File: config.mk
export PLATFORM = sky130hd
export DESIGN_NAME = move_fsm_n
export DESIGN_NICKNAME = d
export VERILOG_FILES = /design/src/rtl/move_fsm_n.sv
export SDC_FILE = /design/constraint.sdc
export NUM_CORES = 1
export LEC_CHECK = 0
export BUFFER_PORTS_ARGS = -buffer_cell sky130_fd_sc_hd__buf_2
export CAP_MARGIN = 10
export CORE_UTILIZATION = 54
export CTS_CLUSTER_SIZE = 14
export DETAILED_ROUTE_END_ITERATION = 8
export PLACE_DENSITY = 0.78
export SETUP_SLACK_MARGIN = 0.05
export SYNTH_ARGS = -nofsm -noshare
export SYNTH_HDL_FRONTEND = slang
export SYNTH_SLANG_ARGS = --single-unit
File: constraint.sdc
create_clock -name clk -period 2 [get_ports clk]
set_clock_uncertainty 0.05 [all_clocks]
set_input_delay 0.2 -clock clk [delete_from_list [all_inputs] [get_ports clk]]
set_output_delay 0.2 -clock clk [all_outputs]
set_load 0.02 [all_outputs]
File: src/rtl/move_fsm_n.sv
// Round-robin debounced button scanner that emits one-cycle move strobes and
// latches a sticky DONE on flag. Define MOVE_FSM_PRIO_EN for lowest-index-wins scan.
module move_fsm_n #(
   parameter int N_BTN          = 4,
   parameter bit BTN_ACTIVE_LOW = 1'b1,
   parameter int HOLD_CYC       = 4,
   parameter int CNT_W          = 8,
   localparam int IDX_W         = $clog2(N_BTN)
) (
   input  logic             clk,
   input  logic             rst,
   input  logic [N_BTN-1:0] btn,
   input  logic             flag,
   input  logic             restart,
   output logic             move_valid,
   output logic [IDX_W-1:0] move_dir,
   output logic [CNT_W-1:0] move_count,
   output logic             done,
   output logic [2:0]       state_o
);

   localparam int HC_W = $clog2(HOLD_CYC + 1);

   localparam logic [2:0] S_SCAN = 3'd0;
   localparam logic [2:0] S_HOLD = 3'd1;
   localparam logic [2:0] S_MOVE = 3'd2;
   localparam logic [2:0] S_WAIT = 3'd3;
   localparam logic [2:0] S_DONE = 3'd4;

   logic [2:0]       state_q, state_d;
   logic [IDX_W-1:0] scan_q, scan_d;
   logic [IDX_W-1:0] cand_q, cand_d;
   logic [HC_W-1:0]  hc_q, hc_d;
   logic [CNT_W-1:0] cnt_q, cnt_d;

   logic [N_BTN-1:0] act;
   logic             scan_hit;
   logic [IDX_W-1:0] scan_pick, scan_miss, rr_next;

   assign act = BTN_ACTIVE_LOW ? ~btn : btn;

   function automatic logic [IDX_W-1:0] wrap_inc(input logic [IDX_W-1:0] i);
      return (i == IDX_W'(N_BTN - 1)) ? '0 : i + 1'b1;
   endfunction

`ifdef MOVE_FSM_PRIO_EN
   // Descending walk so the lowest pressed index is the last one written.
   always_comb begin
      scan_hit  = 1'b0;
      scan_pick = '0;
      for (int i = N_BTN - 1; i >= 0; i--) begin
         if (act[i]) begin
            scan_hit  = 1'b1;
            scan_pick = IDX_W'(i);
         end
      end
   end
   assign scan_miss = '0;
   assign rr_next   = '0;
`else
   assign scan_hit  = act[scan_q];
   assign scan_pick = scan_q;
   assign scan_miss = wrap_inc(scan_q);
   assign rr_next   = wrap_inc(cand_q);
`endif

   always_comb begin
      state_d = state_q;
      scan_d  = scan_q;
      cand_d  = cand_q;
      hc_d    = hc_q;
      cnt_d   = cnt_q;
      if (restart) begin
         state_d = S_SCAN;
         scan_d  = '0;
         hc_d    = '0;
         cnt_d   = '0;
      end else begin
         case (state_q)
            S_SCAN: begin
               if (scan_hit) begin
                  cand_d = scan_pick;
                  if (HOLD_CYC == 1) begin
                     state_d = S_MOVE;
                  end else begin
                     state_d = S_HOLD;
                     hc_d    = HC_W'(1);
                  end
               end else begin
                  scan_d = scan_miss;
               end
            end
            S_HOLD: begin
               if (act[cand_q]) begin
                  hc_d = hc_q + 1'b1;
                  if (hc_q == HC_W'(HOLD_CYC - 1)) state_d = S_MOVE;
               end else begin
                  state_d = S_SCAN;
                  scan_d  = rr_next;
               end
            end
            S_MOVE: begin
               if (cnt_q != '1) cnt_d = cnt_q + 1'b1;
               state_d = flag ? S_DONE : S_WAIT;
            end
            S_WAIT: begin
               if (flag) begin
                  state_d = S_DONE;
               end else if (act == '0) begin
                  state_d = S_SCAN;
                  scan_d  = rr_next;
               end
            end
            S_DONE:  state_d = S_DONE;
            default: state_d = S_SCAN;
         endcase
      end
   end

   always_ff @(posedge clk or negedge rst) begin
      if (!rst) begin
         state_q <= S_SCAN;
         scan_q  <= '0;
         cand_q  <= '0;
         hc_q    <= '0;
         cnt_q   <= '0;
      end else begin
         state_q <= state_d;
         scan_q  <= scan_d;
         cand_q  <= cand_d;
         hc_q    <= hc_d;
         cnt_q   <= cnt_d;
      end
   end

   // Restart suppresses the strobe even when it coincides with MOVE.
   assign move_valid = (state_q == S_MOVE) && !restart;
   assign move_dir   = move_valid ? cand_q : '0;
   assign move_count = cnt_q;
   assign done       = (state_q == S_DONE);
   assign state_o    = state_q;

endmodule

## Yosys cells after proc, flatten, opt, wreduce, memory -nomap -nowiden

Index checks and enable logic that the tools add are counted.

| storage, ports and cells | value |
|---|---|
| output and inout bits | 15 |
| memories | 0 |
| RAM bits | 0 |
| memory bits (read-only) | 0 |
| input port bits | 8 |
| latch bits | 0 |
| logic and storage cells | 69 |
| register bits | 18 |

| cells by class | value |
|---|---|
| add/sub/neg operators | 4 |
| $mul | 0 |
| reduce and logical (&&, ||, !) cells | 13 |
| order comparisons | 2 |
| mux-type cells | 27 |
| eq/ne operators | 16 |
| div/mod/pow operators | 0 |
| bitwise operators | 2 |
| shift-type cells | 0 |

Operators with widths:

| kind | number |
|---|---|
| $mux 3 | 9 |
| $mux 8 | 3 |
| $ne 3x3->1 const B | 6 |
| $mux 2 | 8 |
| $pmux 3 s5 | 1 |
| $eq 3x2->1 const B | 3 |
| $reduce_and 3->1 | 3 |
| $add 8x1->8 const B | 1 |
| $ne 4x4->1 const B | 2 |
| $ne 8x8->1 const B | 1 |
| $lt 2x3->1 const B | 2 |
| $pmux 2 s3 | 1 |
| $pmux 3 s2 | 1 |
| $reduce_and 5->1 | 1 |
| $add 2x1->2 const B | 2 |
| $bmux 1 s2 | 2 |
| $eq 2x2->1 const B | 2 |
| $logic_not 4->1 | 1 |
| $not 4->4 | 1 |
| $reduce_bool 2->1 | 2 |
| $reduce_bool 4->1 | 1 |
| $add 3x1->3 const B | 1 |
| $eq 3x1->1 const B | 1 |
| $eq 3x3->1 const B | 1 |
| 7 further kinds | 8 |

## Longest topological paths before layout

| logic depth | value |
|---|---|
| depth in word-level cells | 6 |
| gate-level depth with buffers | 5 |
| mapped depth without buffers | 5 |

## Least setup slack after synthesis

OpenSTA, ideal clock, no wires.

| timing | value |
|---|---|
| kind | register to output |
| from | register state_q[0] (netlist: state_o[0]) |
| to | output port move_dir[1] |
| stages on the path, launching flop included | 5 |
| arrival time | 1.642 ns |
| required time | 1.750 ns |
| setup slack | 0.108 ns |
| path buffers | 1 |
| cells stage by stage | dfrtp_1 > buf_4 > nor3b_4 > nor2b_1 > and2_1 |

| on the way | value |
|---|---|
| longest elaborated chain between the ends | 3 |

RTL lines:

| element | RTL line | RTL |
|---|---|---|
| from (decl) | 30 | `logic [2:0] state_q, state_d;` |
| from (signal assigned) | 128 | `state_q <= state_d;` |
| $eq 3x2->1 | 137 | `assign move_valid = (state_q == S_MOVE) && !restart;` |
| $logic_and 1x1->1 | 137 |  |
| named net move_valid | 15 | `output logic move_valid,` |
| $mux 2 | 138 | `assign move_dir = move_valid ? cand_q : '0;` |
| to (decl) | 16 | `output logic [IDX_W-1:0] move_dir,` |

The timed path passes the listed nets, and every way through them passes these cells.

## Worst setup path after layout

| timing | value |
|---|---|
| from | register state_q[2] (netlist: state_o[2]) |
| to | output port move_dir[0] |

| on the way | value |
|---|---|
| longest elaborated chain between the ends | 3 |

RTL lines:

| element | RTL line |
|---|---|
| $eq 3x2->1 | 137 |
| $logic_and 1x1->1 | 137 |
| $mux 2 | 138 |

Every way passes these cells.

==> results by group <==
Outcome
  • Status: finished, final reports clean

Setup path
  • Critical path class: reg2out
  • Worst Path Required: approximately 1.8 ns
  • Crit. End Element: output pin
  • Largest fanout on the critical path: 9
  • Crit path DAT: 1.60 ns
  • Critical Path Source Type: register

Pwr
  • Peak supply drop: 0.678 mV
  • Sw Share: a little under two fifths
  • Internal Pwr Total: 778 µW
  • Comb pwr share: 41.0%
  • Post-layout total power: 1240 µW
  • Clock power frac: 19.2%
  • Pleak: 0.000668 µW
  • PwrDens: around 860 nW/µm²
  • Part of the power in registers: 39.8%
  • Net switching power: roughly 460 µW

Logic synthesis
  • Syn_nets: 136
  • Largest area contributor in the netlist: dfrtp_1
  • Cell with the most instances after synthesis: dfrtp_1
  • Yosys warnings: 0
  • Asr flop ratio synth: 100%
  • Flops & latches, synth: 18
  • Sequential fraction of the synthesis area: 36.4%
  • EDFF count, synth: 0
  • Post-synth top cells: dfrtp_1, nor2_1, mux2i_1, nand2_1, ha_1
  • Post-synthesis cell count: 123
  • Post-synth top area share: 36.4%
  • Ranking of synthesized cells by area: dfrtp_1, mux2i_1, ha_1, nor2_1, nor3b_4
  • Synth cell types: between 40 and 50
  • Post-Syn Area: 1240 µm²
  • Main synth FF type: dfrtp_1
  • Synth Area per Inst: between 10 and 15 µm²

Run
  • Max_cap viols: 0

Drt
  • First-pass detailed-route iteration total: 4
  • Iter 0 DRT Violations: between 50 and 60
  • WL per Instance: 15.7 µm
  • Avg Vias per Cell: 6.09
  • Routed WL: between 2000 and 3000 µm
  • Via count: 1084
  • Detailed-route DRC error count: 0
  • Antenna Violating Nets Remaining: 0

Die
  • Die H: 49.8 µm
  • Initial core utilization: roughly three fifths
  • Io pins: 23
  • Die width: 49.8 µm
  • Die ar.: roughly 2500 µm²
  • Core area: 2060 µm²
  • Core Rows: 16

STA
  • Relative slew slack: 67.9%
  • Fin Setup TNS: 0 ns
  • Max Fclk: ~540 MHz
  • Worst Tran Pin Value: 0.469 ns
  • RSZ-0062 raised after global routing: false
  • Setup violators final: 0
  • Post-route clock period utilization: between 90 and 100%
  • Final hold violations: 0
  • Slew Limit Fails: 0
  • Min cycle time layout: 1.85 ns

CTS
  • CTS Buffer Depth: 2
  • CTS tree: built
  • Skew-Pair Late Insertion Delay: 0.31 ns
  • CTS HTree Levels: 1
  • Number of buffers created by CTS: 3
  • Clock net sink count: 18
  • CTS root buf: clkbuf_4
  • Clock transition at path regs: 0.10 ns

Global route
  • First-pass GRT wire length: 4790 µm
  • Largest net degree at the start of global routing: 20
  • Total global-route track usage: approximately a quarter
  • Met1 Track Usage GR: 32.1%
  • Grt peak-use layer: met2
  • Initial antenna violation count: 0
  • Met3 usage: 4.63%
  • Total grt overflow: 0
  • Number of global-route vias before repair: 1024
  • Met2 Use GR: between 40% and 50%

Place
  • Post-DP HPWL: slightly above 2000 µm
  • Placed cell area: 1380 µm²
  • Port buffer count: 22
  • Final GP Congestion: between 0.8 and 0.9

Layout
  • Post-layout instance area: 1440 µm²
  • Share of cells above drive strength 1: 29.8%
  • Number of diodes: 0
  • Fillcell total: 161
  • Layout Nets: approximately 170
  • Layout area overhead: 16.7%

Worst hold path
  • Worst hold-check path type: in2reg
[cell usage in the layout, fill, tap and decap left out, drive strengths merged, types with 3 or more instances in the layout]
cell type  Yosys  routed
buf            2      27
dfrtp         18      18
nor2          13      13
mux2i          7       7
nand2          7       7
ha             5       5
and3           4       4
a21oi          4       4
or3            4       4
mux2           4       4
nand2b         4       4
clkbuf         2       4
inv            3       3
xor2           3       3
nor3b          3       3
and2           3       3
o21ai          3       3
[power by group through the flow]
stage | Sequential (µW) | Combinational, µW | Clock [µW]
2_1_floorplan | 498 | 371 | 0
3_3_place_gp | 519 | 444 | 0
3_5_place_dp | 525 | 463 | 0
4_1_cts | 491 | 505 | 241
5_1_grt | 502 | 558 | 255
6_report | 493 | 507 | 238
[path summary, 6_finish.rpt]
path                                                from                endpoint  slack (ns)  depth (start not counted)
worst max-delay path              state_o[2]$_DFFE_PN0P_             move_dir[0]        0.15                          4
worst min-delay path                                flag  state_o[2]$_DFFE_PN0P_        0.16                          3
worst max register to register  scan_pick[1]$_DFFE_PN0P_   cand_q[0]$_DFFE_PN0P_        0.20                          4
worst min register to register       hc_q[1]$_DFFE_PN0P_     hc_q[1]$_DFFE_PN0P_        0.50                          2
max in group asynchronous                            rst  state_o[2]$_DFFE_PN0P_        1.28                          2
min in group asynchronous                            rst     hc_q[1]$_DFFE_PN0P_        0.29                          2
[through the flow]
stage / utilization (%) / setup WS [ns] / hold WS [ns] / cells
after floorplan: - / 0.108 / -0.146 / 123
after global placement: 67.1 / 0.298 / 0.0997 / 172
after detailed placement: 67.1 / 0.217 / 0.112 / 172
after CTS: 69.8 / 0.0702 / 0.151 / 178
after global routing: 70.0 / 0.0829 / 0.200 / 178
final: 70.0 / 0.155 / 0.159 / 178
[repair_timing]
action / in CTS / in global routing
setup endpoints to repair: 2 / 2
hold endpoints to repair: 18 / 0
gates resized for setup: 1 / 2
hold buffers: 1 / 0
setup buffers: 1 / 0
[state kept, by name, summed over array words and instances, names as in the netlist]
register    cells
move_count      8
cand_q          2
hc_q            3
scan_pick       2
state_o         3
[cells by family (layout without fill, tap and decap cells)]
logic type / after synthesis / in the layout / synth area share [%]
muxes: 12 / 12 / 11.1
AOI/OAI and AO/OA: 25 / 25 / 15.6
buffers and inverters: 7 / 35 / 3.04
adders and majority gates: 5 / 5 / 5.06
DFF: 18 / 18 / 36.4
xor gates and xnor gates: 5 / 5 / 3.54
and+or+nand+nor: 51 / 51 / 25.2
[worst max-delay path, stage by stage, from the launching register on]
cell and delay [ns]:
dfrtp_2 0.49, nor3b_4 0.27, nor2b_2 0.22, and2_2 0.15
buf_2 0.15
[final cells by class]
type	instances	area [µm²]	share of cell area [%]
well taps	27	33.8	2.34
multi-input cells	98	751	52.0
repair buffers	28	158	10.9
inverters	3	11.3	0.781
flip-flops and latches	18	453	31.4
clock buffers	4	36.3	2.52
[routing by layer]
layer	wire [µm]	vias up	share of wire (%)
met5	0	-	0
met4	35	0	1.3
met3	140	5	5.0
met2	1360	39	49
met1	1260	519	45
li1	-	521	-
Power figures use the tool's default switching activity.
